[config.mk]
export PLATFORM = sky130hd
export DESIGN_NAME = res_station
export DESIGN_NICKNAME = d
export VERILOG_FILES = /design/src/rtl/res_station.sv
export SDC_FILE = /design/constraint.sdc
export NUM_CORES = 2
export LEC_CHECK = 0
export BUFFER_PORTS_ARGS = -buffer_cell sky130_fd_sc_hd__clkbuf_2
export CORE_MARGIN = 5
export CORE_UTILIZATION = 40
export CTS_BUF_LIST = sky130_fd_sc_hd__clkbuf_8
export DETAILED_ROUTE_END_ITERATION = 8
export GPL_TIMING_DRIVEN = 1
export HOLD_SLACK_MARGIN = 0.03
export PLACE_DENSITY = 0.57
export SETUP_SLACK_MARGIN = 0.2
export SYNTH_ARGS = -nofsm -noshare
export SYNTH_HDL_FRONTEND = slang
export SYNTH_SLANG_ARGS = --single-unit
[constraint.sdc]
create_clock -name clk -period 2.4 [get_ports clk]
set_input_delay 0.36 -clock clk [delete_from_list [all_inputs] [get_ports clk]]
set_output_delay 0.36 -clock clk [all_outputs]
set_load 0.02 [all_outputs]
[src/rtl/res_station.sv]
// Reservation station: holds renamed uops, snoops the CDB for operands, issues lowest-index ready slot.
// Latency: uop written with ready operands is presented on issue one edge later; registered outputs.
// Backpressure: issue register holds while issue_valid_out && !issue_ready_in; slots keep snooping.
package res_station_pkg;
    typedef logic [2:0] res_st_addr_t;
    typedef logic [3:0] rob_addr_t;

    typedef struct packed {
        logic [5:0]  op;
        rob_addr_t   qj;
        logic [31:0] vj;
        rob_addr_t   qk;
        logic [31:0] vk;
        logic [31:0] a;
        logic [31:0] pc;
        rob_addr_t   rob_addr;
        logic [4:0]  dest;
        logic        busy;
    } res_st_cell_t;
endpackage

module res_station
    import res_station_pkg::*;
#(
    parameter int DEPTH = 2**$bits(res_st_addr_t),
    parameter int CNT_W = $clog2(DEPTH) + 1
) (
    input  logic         clk,
    input  logic         rst,
    input  logic         flush_in,
    input  logic         wr_en_in,
    input  res_st_addr_t wr_addr_in,
    input  res_st_cell_t wr_data_in,
    input  logic         cdb_valid_in,
    input  rob_addr_t    cdb_rob_addr_in,
    input  logic [31:0]  cdb_data_in,
    output logic         issue_valid_out,
    input  logic         issue_ready_in,
    output res_st_cell_t issue_data_out,
    output logic [CNT_W-1:0] count_out,
    output logic         full_out,
    output logic         overflow_err_out
);
    localparam int ADDR_W = $bits(res_st_addr_t);

    res_st_cell_t     slots [DEPTH];
    logic [DEPTH-1:0] rdy;
    logic             sel_vld;
    res_st_addr_t     sel_idx;
    logic             load;
    logic             do_issue;
    logic             wr_accept;
    logic             cdb_hit_j;
    logic             cdb_hit_k;
    res_st_cell_t     wr_cell;
    logic [CNT_W-1:0] count_nxt;

    always_comb begin
        for (int i = 0; i < DEPTH; i++) begin
            rdy[i] = slots[i].busy && (slots[i].qj == '0) && (slots[i].qk == '0);
        end
    end

    // Walk downward so the last hit left standing is the lowest index.
    always_comb begin
        sel_vld = 1'b0;
        sel_idx = '0;
        for (int i = DEPTH - 1; i >= 0; i--) begin
            if (rdy[i]) begin
                sel_vld = 1'b1;
                sel_idx = res_st_addr_t'(i);
            end
        end
    end

    assign load      = !issue_valid_out || issue_ready_in;
    assign do_issue  = load && sel_vld;
    assign wr_accept = wr_en_in && !slots[wr_addr_in].busy;

    // Tag 0 means "value present", so a broadcast on tag 0 must never match.
    assign cdb_hit_j = cdb_valid_in && (cdb_rob_addr_in != '0) && (wr_data_in.qj == cdb_rob_addr_in);
    assign cdb_hit_k = cdb_valid_in && (cdb_rob_addr_in != '0) && (wr_data_in.qk == cdb_rob_addr_in);

    always_comb begin
        wr_cell      = wr_data_in;
        wr_cell.busy = 1'b1;
        if (cdb_hit_j) begin
            wr_cell.qj = '0;
            wr_cell.vj = cdb_data_in;
        end
        if (cdb_hit_k) begin
            wr_cell.qk = '0;
            wr_cell.vk = cdb_data_in;
        end
    end

    always_comb begin
        count_nxt = count_out;
        if (wr_accept && !do_issue) begin
            count_nxt = count_out + CNT_W'(1);
        end else if (!wr_accept && do_issue) begin
            count_nxt = count_out - CNT_W'(1);
        end
    end

    always_ff @(posedge clk or negedge rst) begin
        if (!rst) begin
            for (int i = 0; i < DEPTH; i++) begin
                slots[i] <= '0;
            end
            issue_valid_out  <= 1'b0;
            issue_data_out   <= '0;
            count_out        <= '0;
            full_out         <= 1'b0;
            overflow_err_out <= 1'b0;
        end else if (flush_in) begin
            for (int i = 0; i < DEPTH; i++) begin
                slots[i].busy <= 1'b0;
            end
            issue_valid_out <= 1'b0;
            count_out       <= '0;
            full_out        <= 1'b0;
        end else begin
            for (int i = 0; i < DEPTH; i++) begin
                if (slots[i].busy) begin
                    if (cdb_valid_in && (cdb_rob_addr_in != '0) && (slots[i].qj == cdb_rob_addr_in)) begin
                        slots[i].qj <= '0;
                        slots[i].vj <= cdb_data_in;
                    end
                    if (cdb_valid_in && (cdb_rob_addr_in != '0) && (slots[i].qk == cdb_rob_addr_in)) begin
                        slots[i].qk <= '0;
                        slots[i].vk <= cdb_data_in;
                    end
                    if (do_issue && (sel_idx == ADDR_W'(i))) begin
                        slots[i].busy <= 1'b0;
                    end
                end
            end
            // An accepted write only lands on a slot that was idle, so it never collides with the updates above.
            if (wr_accept) begin
                slots[wr_addr_in] <= wr_cell;
            end else if (wr_en_in) begin
                overflow_err_out <= 1'b1;
            end
            if (load) begin
                issue_valid_out <= sel_vld;
                if (sel_vld) begin
                    issue_data_out <= slots[sel_idx];
                end
            end
            count_out <= count_nxt;
            full_out  <= (count_nxt == CNT_W'(DEPTH));
        end
    end
endmodule

-- After elaboration in Yosys (flattened, before gate mapping)
Cells that the tools add are included.
- register bits: 1375
- input bits: 197
- output and inout port bits: 159
- logic and storage cells: 302
- add/sub/neg operators: 2
- magnitude comparators: 3
- eq/ne operators: 26
- mux-type cells: 98
- bitwise operators: 4
- reductions and logical operators: 75
- operators with widths (operator ; count):
    $bwmux W1216 ; 1
    $mux W1210 ; 1
    $mux W72 ; 16
    $bmux W152 S3 ; 2
    $mux W36 ; 18
    $demux W152 S3 ; 1
    $mux W152 ; 3
    $eq A4 B4 Y1 ; 18
    $logic_not A4 Y1 ; 16
    $logic_and A1 B1 Y1 ; 48
    $mux W1 ; 45
    $mux W3 ; 8
    $eq A3 B3 Y1 const B ; 4
    $mux W4 ; 3
    $ge A4 B4 Y1 const B ; 2
    $not A3 Y4 ; 2
    $eq A3 B2 Y1 const B ; 2
    $reduce_and A3 Y1 ; 2
    $add A4 B1 Y4 const B ; 1
    $eq A4 B4 Y1 const B ; 1
    $logic_not A1 Y1 ; 4
    $lt A4 B1 Y1 const B ; 1
    $reduce_bool A4 Y1 ; 1
    $sub A4 B1 Y4 const B ; 1
    other kinds (6) ; 7

-- Depth between registers and ports, before layout
- word-level depth: 19
- gate-level depth with buffers: 11
- depth with buffers taken out: 7

-- Worst setup path after synthesis
Ideal clock, no wire load.
- kind: input-to-reg
- from: input port cdb_rob_addr_in[0]
- to: register slots[382] (netlist name)
- setup time: 121 ps
- arrival time: 2332 ps
- required time: 2279 ps
- slack: -54 ps
- stages on the path: 8
- buffers on the path: 3
- cells stage by stage: buf_2 -> o41a_1 -> buf_2 -> nand2_2 -> buf_2 -> mux2i_1 -> a21oi_1 -> o22a_1
- cells in the longest elaborated chain, start to end: 8
- elaborated cells on any way between the ends: 12
- classes of those cells: 2 x eq/ne; 6 x mux; 4 x reduce/logical
- ends and longest elaborated chain (what ; RTL line ; text):
    from (decl) ; 35 ; input rob_addr_t cdb_rob_addr_in,
    $reduce_bool A4 Y1 ; 82, 130 ;
    $logic_and A1 B1 Y1 ; 82, 130 ;
    $logic_and A1 B1 Y1 ; 130 ; if (cdb_valid_in && (cdb_rob_addr_in != '0) && (slots[i].qk == cdb_rob_addr_in)) begin
    $mux W36 ; 130 ;
    $mux W72 ; 125 ; if (slots[i].busy) begin
    $mux W72 ; 116 ; end else if (flush_in) begin
    $bwmux W1216 ; 141 ; slots[wr_addr_in] <= wr_cell;
    $mux W1210 (*) ; 140 ; if (wr_accept) begin
    to (signal, indexed assignment) ; 141 ;
    to (decl) ; 46 ; res_st_cell_t slots [DEPTH];
Mark *: on every way between the ends. The rest lies on a longest branch, timed or not. The select of a mux whose other input is x is not followed.
A chain may end at the register's enable or synchronous reset.

-- Final worst setup path
- from: register slots[413] (netlist name)
- to: register issue_data_out[87] (netlist name)
- cells in the longest elaborated chain, start to end: 12
- elaborated cells on any way between the ends: 19
- classes of those cells: 15 x mux; 1 x bitwise; 3 x reduce/logical
- ends and longest elaborated chain (what ; RTL line ; text):
    $logic_not A4 Y1 (*) ; 60 ; rdy[i] = slots[i].busy && (slots[i].qj == '0) && (slots[i].qk == '0);
    $logic_and A1 B1 Y1 (*) ; 60 ;
    $mux W3 (6 in series) ; 69 ; if (rdy[i]) begin
    $not A3 Y4 (implied by the code) ; 148 ; issue_data_out <= slots[sel_idx];
    $bmux W152 S3 ; 148 ;
    $mux W152 (implied by the code) (2 in series) ; 148 ;
    to (signal assigned) ; 148 ;
    to (decl) ; 39 ; output res_st_cell_t issue_data_out,
Marked as above.

==> results.toml <==
[pwr]
p_leak_nw = 37.7
clockPowerShare_pct = 33.8
p_sw_mw = 18.7
p_per_area_mw_per_mm2 = 747
vdd_drop_max_uv = 637
p_int_mw = 45.3
seqPwrFrac_pct = 49.3
p_sw_share_pct = 29.2
combinationalPowerShare_pct = 16.9

[yosys]
synth_top_area_share_pct = 53.3
syn_inst = 6698
ys.flop_type = "dfrtp_1"
synth_area_leader_cell = "dfrtp_1"
synthesis.nets = 6897
netlist_area_mm2 = 0.0645
synth.avg_cell_area_um2 = 9.63
async_flop_share_pct = 100
synth_warnings = 0
synth_edf_count = 0
synth_cell_types = 53
synth_top_cells_by_area = "dfrtp_1, mux2_2, nand2_1"
synth-seq-cells = 1375
ys_seq_area_share_pct = 53.3

[global_routing]
grt_pass1_vias = 57000
grt_pass1_wl_mm = 370
met1_usage_pct = 38.6
gr-usage-met2_pct = 45.8
grt_usage_pct = 28.6
grt_busiest_layer = "met2"
grt_max_degree = 157
gr-total-overflow = 0
antenna_found_initial = 11
grt.met3_usage_pct = 5.33

[worst_setup_path]
critPathKind = "flop to flop"
cp-start-kind = "flop"
critPathBufInv = 7
path_max_fanout = 7
critPathSlowestCell = "dfrtp_1"
timing.critical_path.mode_cell = "buf_12"
crit_required_ns = 3.31
r2r_slack_ns = -0.33
crit_family = "buffers and inverters"
cp_cell_sequence = "nor4_2 > buf_4 > nand4_1 > and4_4 > a21oi_4 > buf_12 > buf_16 > buf_12 > buf_12 > buf_16 > buf_12 > nor2_4 > nor3_2 > and3_1"
critPathMaxStageDelay_ns = 0.40
arrival_ns = 3.63
cp-end-kind = "flop"

[timing]
tightest_slew_ns = 0.937
final_hold_viol_count = 0
fin_ws_ns = -0.327
relSlewSlack_pct = 37.5
skew_ns = 0.0552
fin_crit_ns = 2.73
rsz0062_at_grt = "yes"
finalCritPeriodShare_pct = 114
setup_viol_count_final = 1064
tns_ns = -117.14
drv_slew = 0
fmax_mhz = 367

[status]
status = "finished with violations"
violations = "negative setup slack"

[cts]
clk_pin_slew_ns = 0.06
clockBufferDepth = 3
cts_inserted_buffers = 232
clock_latency_ns = 1.01
h-tree-depth = 4
cts_tree = "built"
cts-root-buf = "clkbuf_8"
cts.sinks = 1375

[final_layout]
final_layout_size_suffix_gt1_share_pct = 29.7
multiInputGateArea_mm2 = 0.0303
layout-area-overhead-vs-synth_pct = 32.9
nets = 7827
final_cells = 9964
fillers = 14200
seq_area_mm2 = 0.0344

[routing]
firstDrtPassIters = 6
via_per_inst = 5.77
wirelength_mm = 255
wl_per_cell_um = 25.6
final_antenna_net_count = 0
vias = 57500
drc = 0
drtIter0Drc = 6136

[placement]
place_inst = 9194
routabilityCongestion = 0.867
pre_cts_slack_ns = -0.434
io_buffers = 354
hpwl_mm = 149

[floorplan]
rows = 147
core_mm2 = 0.160
die_h_um = 412
die_w_um = 412
initial_core_util_pct = 40.2
io_pins = 356
die_area_mm2 = 0.169

[hold_path]
min_path_type = "primary input to asynchronous set/reset pin"

[job]
max_cap_violations = 0
==> tightest hold or removal path: cells and delay by family <==
family                 cells  cell delay (ns)
buffers and inverters      3             1.15
==> per-stage QoR <==
| step | instance area, um^2 | hold slack [ns] | total power, mW | util (%) |
|---|---|---|---|---|
| after CTS | 82900 | 0.0323 | 63.8 | 51.7 |
| after floorplan | 65400 | 0.0644 | 37.6 | - |
| after global placement | 74300 | 0.454 | 41.1 | 46.4 |
| after global routing | 85700 | 0.0834 | 67.1 | 53.4 |
| after detailed placement | 74300 | 0.462 | 41.6 | 46.4 |
| final | 85700 | 0.111 | 64.0 | 53.4 |
==> Yosys cell counts (5+ instances only) <==
cell type	number
dfrtp_1	1375
nand2_1	1160
nor2_1	737
mux2_2	543
a21oi_1	524
o21ai_0	407
clkbuf_1	366
nand3_1	308
o22ai_1	207
buf_2	128
o22a_1	128
o2bb2ai_1	128
nor4bb_1	80
a2bb2oi_1	79
nor3_1	73
xor2_1	72
mux2i_1	67
inv_1	66
and3_1	65
buf_1	46
nor4_1	28
buf_4	18
a21oi_2	12
mux2_1	10
nand4_1	10
nor2b_1	9
nor2_2	6
and2_1	5
and4_1	5
==> state kept, by name (all words and copies together) (netlist names) <==
name / count
count_out: 4
issue_data_out: 152
overflow_err_out: 1
slots: 1216
issue_valid_out: 1
full_out: 1
==> per-layer routing <==
metal / wire length [um] / up-vias / share of wire (%)
met5: 89 / - / 0.035
met4: 9960 / 4 / 3.9
met3: 21400 / 534 / 8.4
met2: 120000 / 2788 / 47
met1: 104000 / 29000 / 41
li1: - / 25200 / -
==> worst paths after layout <==
| check | startpoint | to | cells after the start |
|---|---|---|---|
| max in group asynchronous | rst | slots[429] | 5 |
| worst min-delay path | rst | slots[162] | 3 |
| worst max register to register | slots[413] | issue_data_out[87] | 14 |
| min in group clk | cdb_data_in[9] | slots[727] | 3 |
| worst min register to register | slots[174] | slots[174] | 2 |
| worst max-delay path | slots[413] | issue_data_out[87] | 14 |
==> cells by family (layout without fill, tap and decap cells) <==
kind of cell	after synthesis	after routing	synth area share, %
simple gates	2501	2503	16.7
compound gates	1496	1496	14.1
flops	1375	1375	53.3
buf+inv	627	1722	4.02
mux	622	622	10.8
xor+xnor	75	75	1.02
fa+ha+maj	2	2	0.0388
other cells	0	9	0
==> cell type report <==
class	count	share of cell area [%]
Sequential cell	1375	40.1
Clock buffer	286	4.59
Timing Repair Buffer	1254	15.5
Inverter	67	0.302
Clock inverter	115	0.906
Multi-Input combinational cell	4698	35.4
Tap cell	2160	3.15
Antenna cell	9	0.0263
==> repair_timing <==
item	CTS	global route
hold endpoints to repair	2591	0
resized for setup	202	361
setup buffers	60	63
hold buffers	186	0
setup endpoints to repair	1338	1435
pin swaps	91	154
gates cloned	21	31
==> power groups by stage <==
stage	clock (mW)	sequential [mW]	combinational, mW
detailed placement	0	31.7	9.98
CTS	22.0	31.3	10.4
floorplan	0	31.1	6.53
global placement	0	31.4	9.64
finish	21.6	31.6	10.8
global route	23.1	32.1	12.0
==> layout by cell type, fill, tap and decap left out, types with 37 or more instances in the layout <==
cell           count
buf_12           223
clkbuf_8         286
nor2_1           717
o2bb2ai_1        128
mux2_2           488
mux2i_4           52
dlygate4sd3_1    186
dfrtp_1         1375
o21ai_1           60
nor4bb_1          53
nand2_1         1113
clkbuf_2         352
o22ai_1          204
a2bb2oi_2         56
nand3_1          259
and3_1            64
a21oi_1          507
nand3_2           46
inv_1            140
buf_4            375
o21ai_0          322
buf_6             37
xor2_1            72
nor3_1            45
o22a_1           128
mux2_4            57
(Power assumes the default switching activity.)
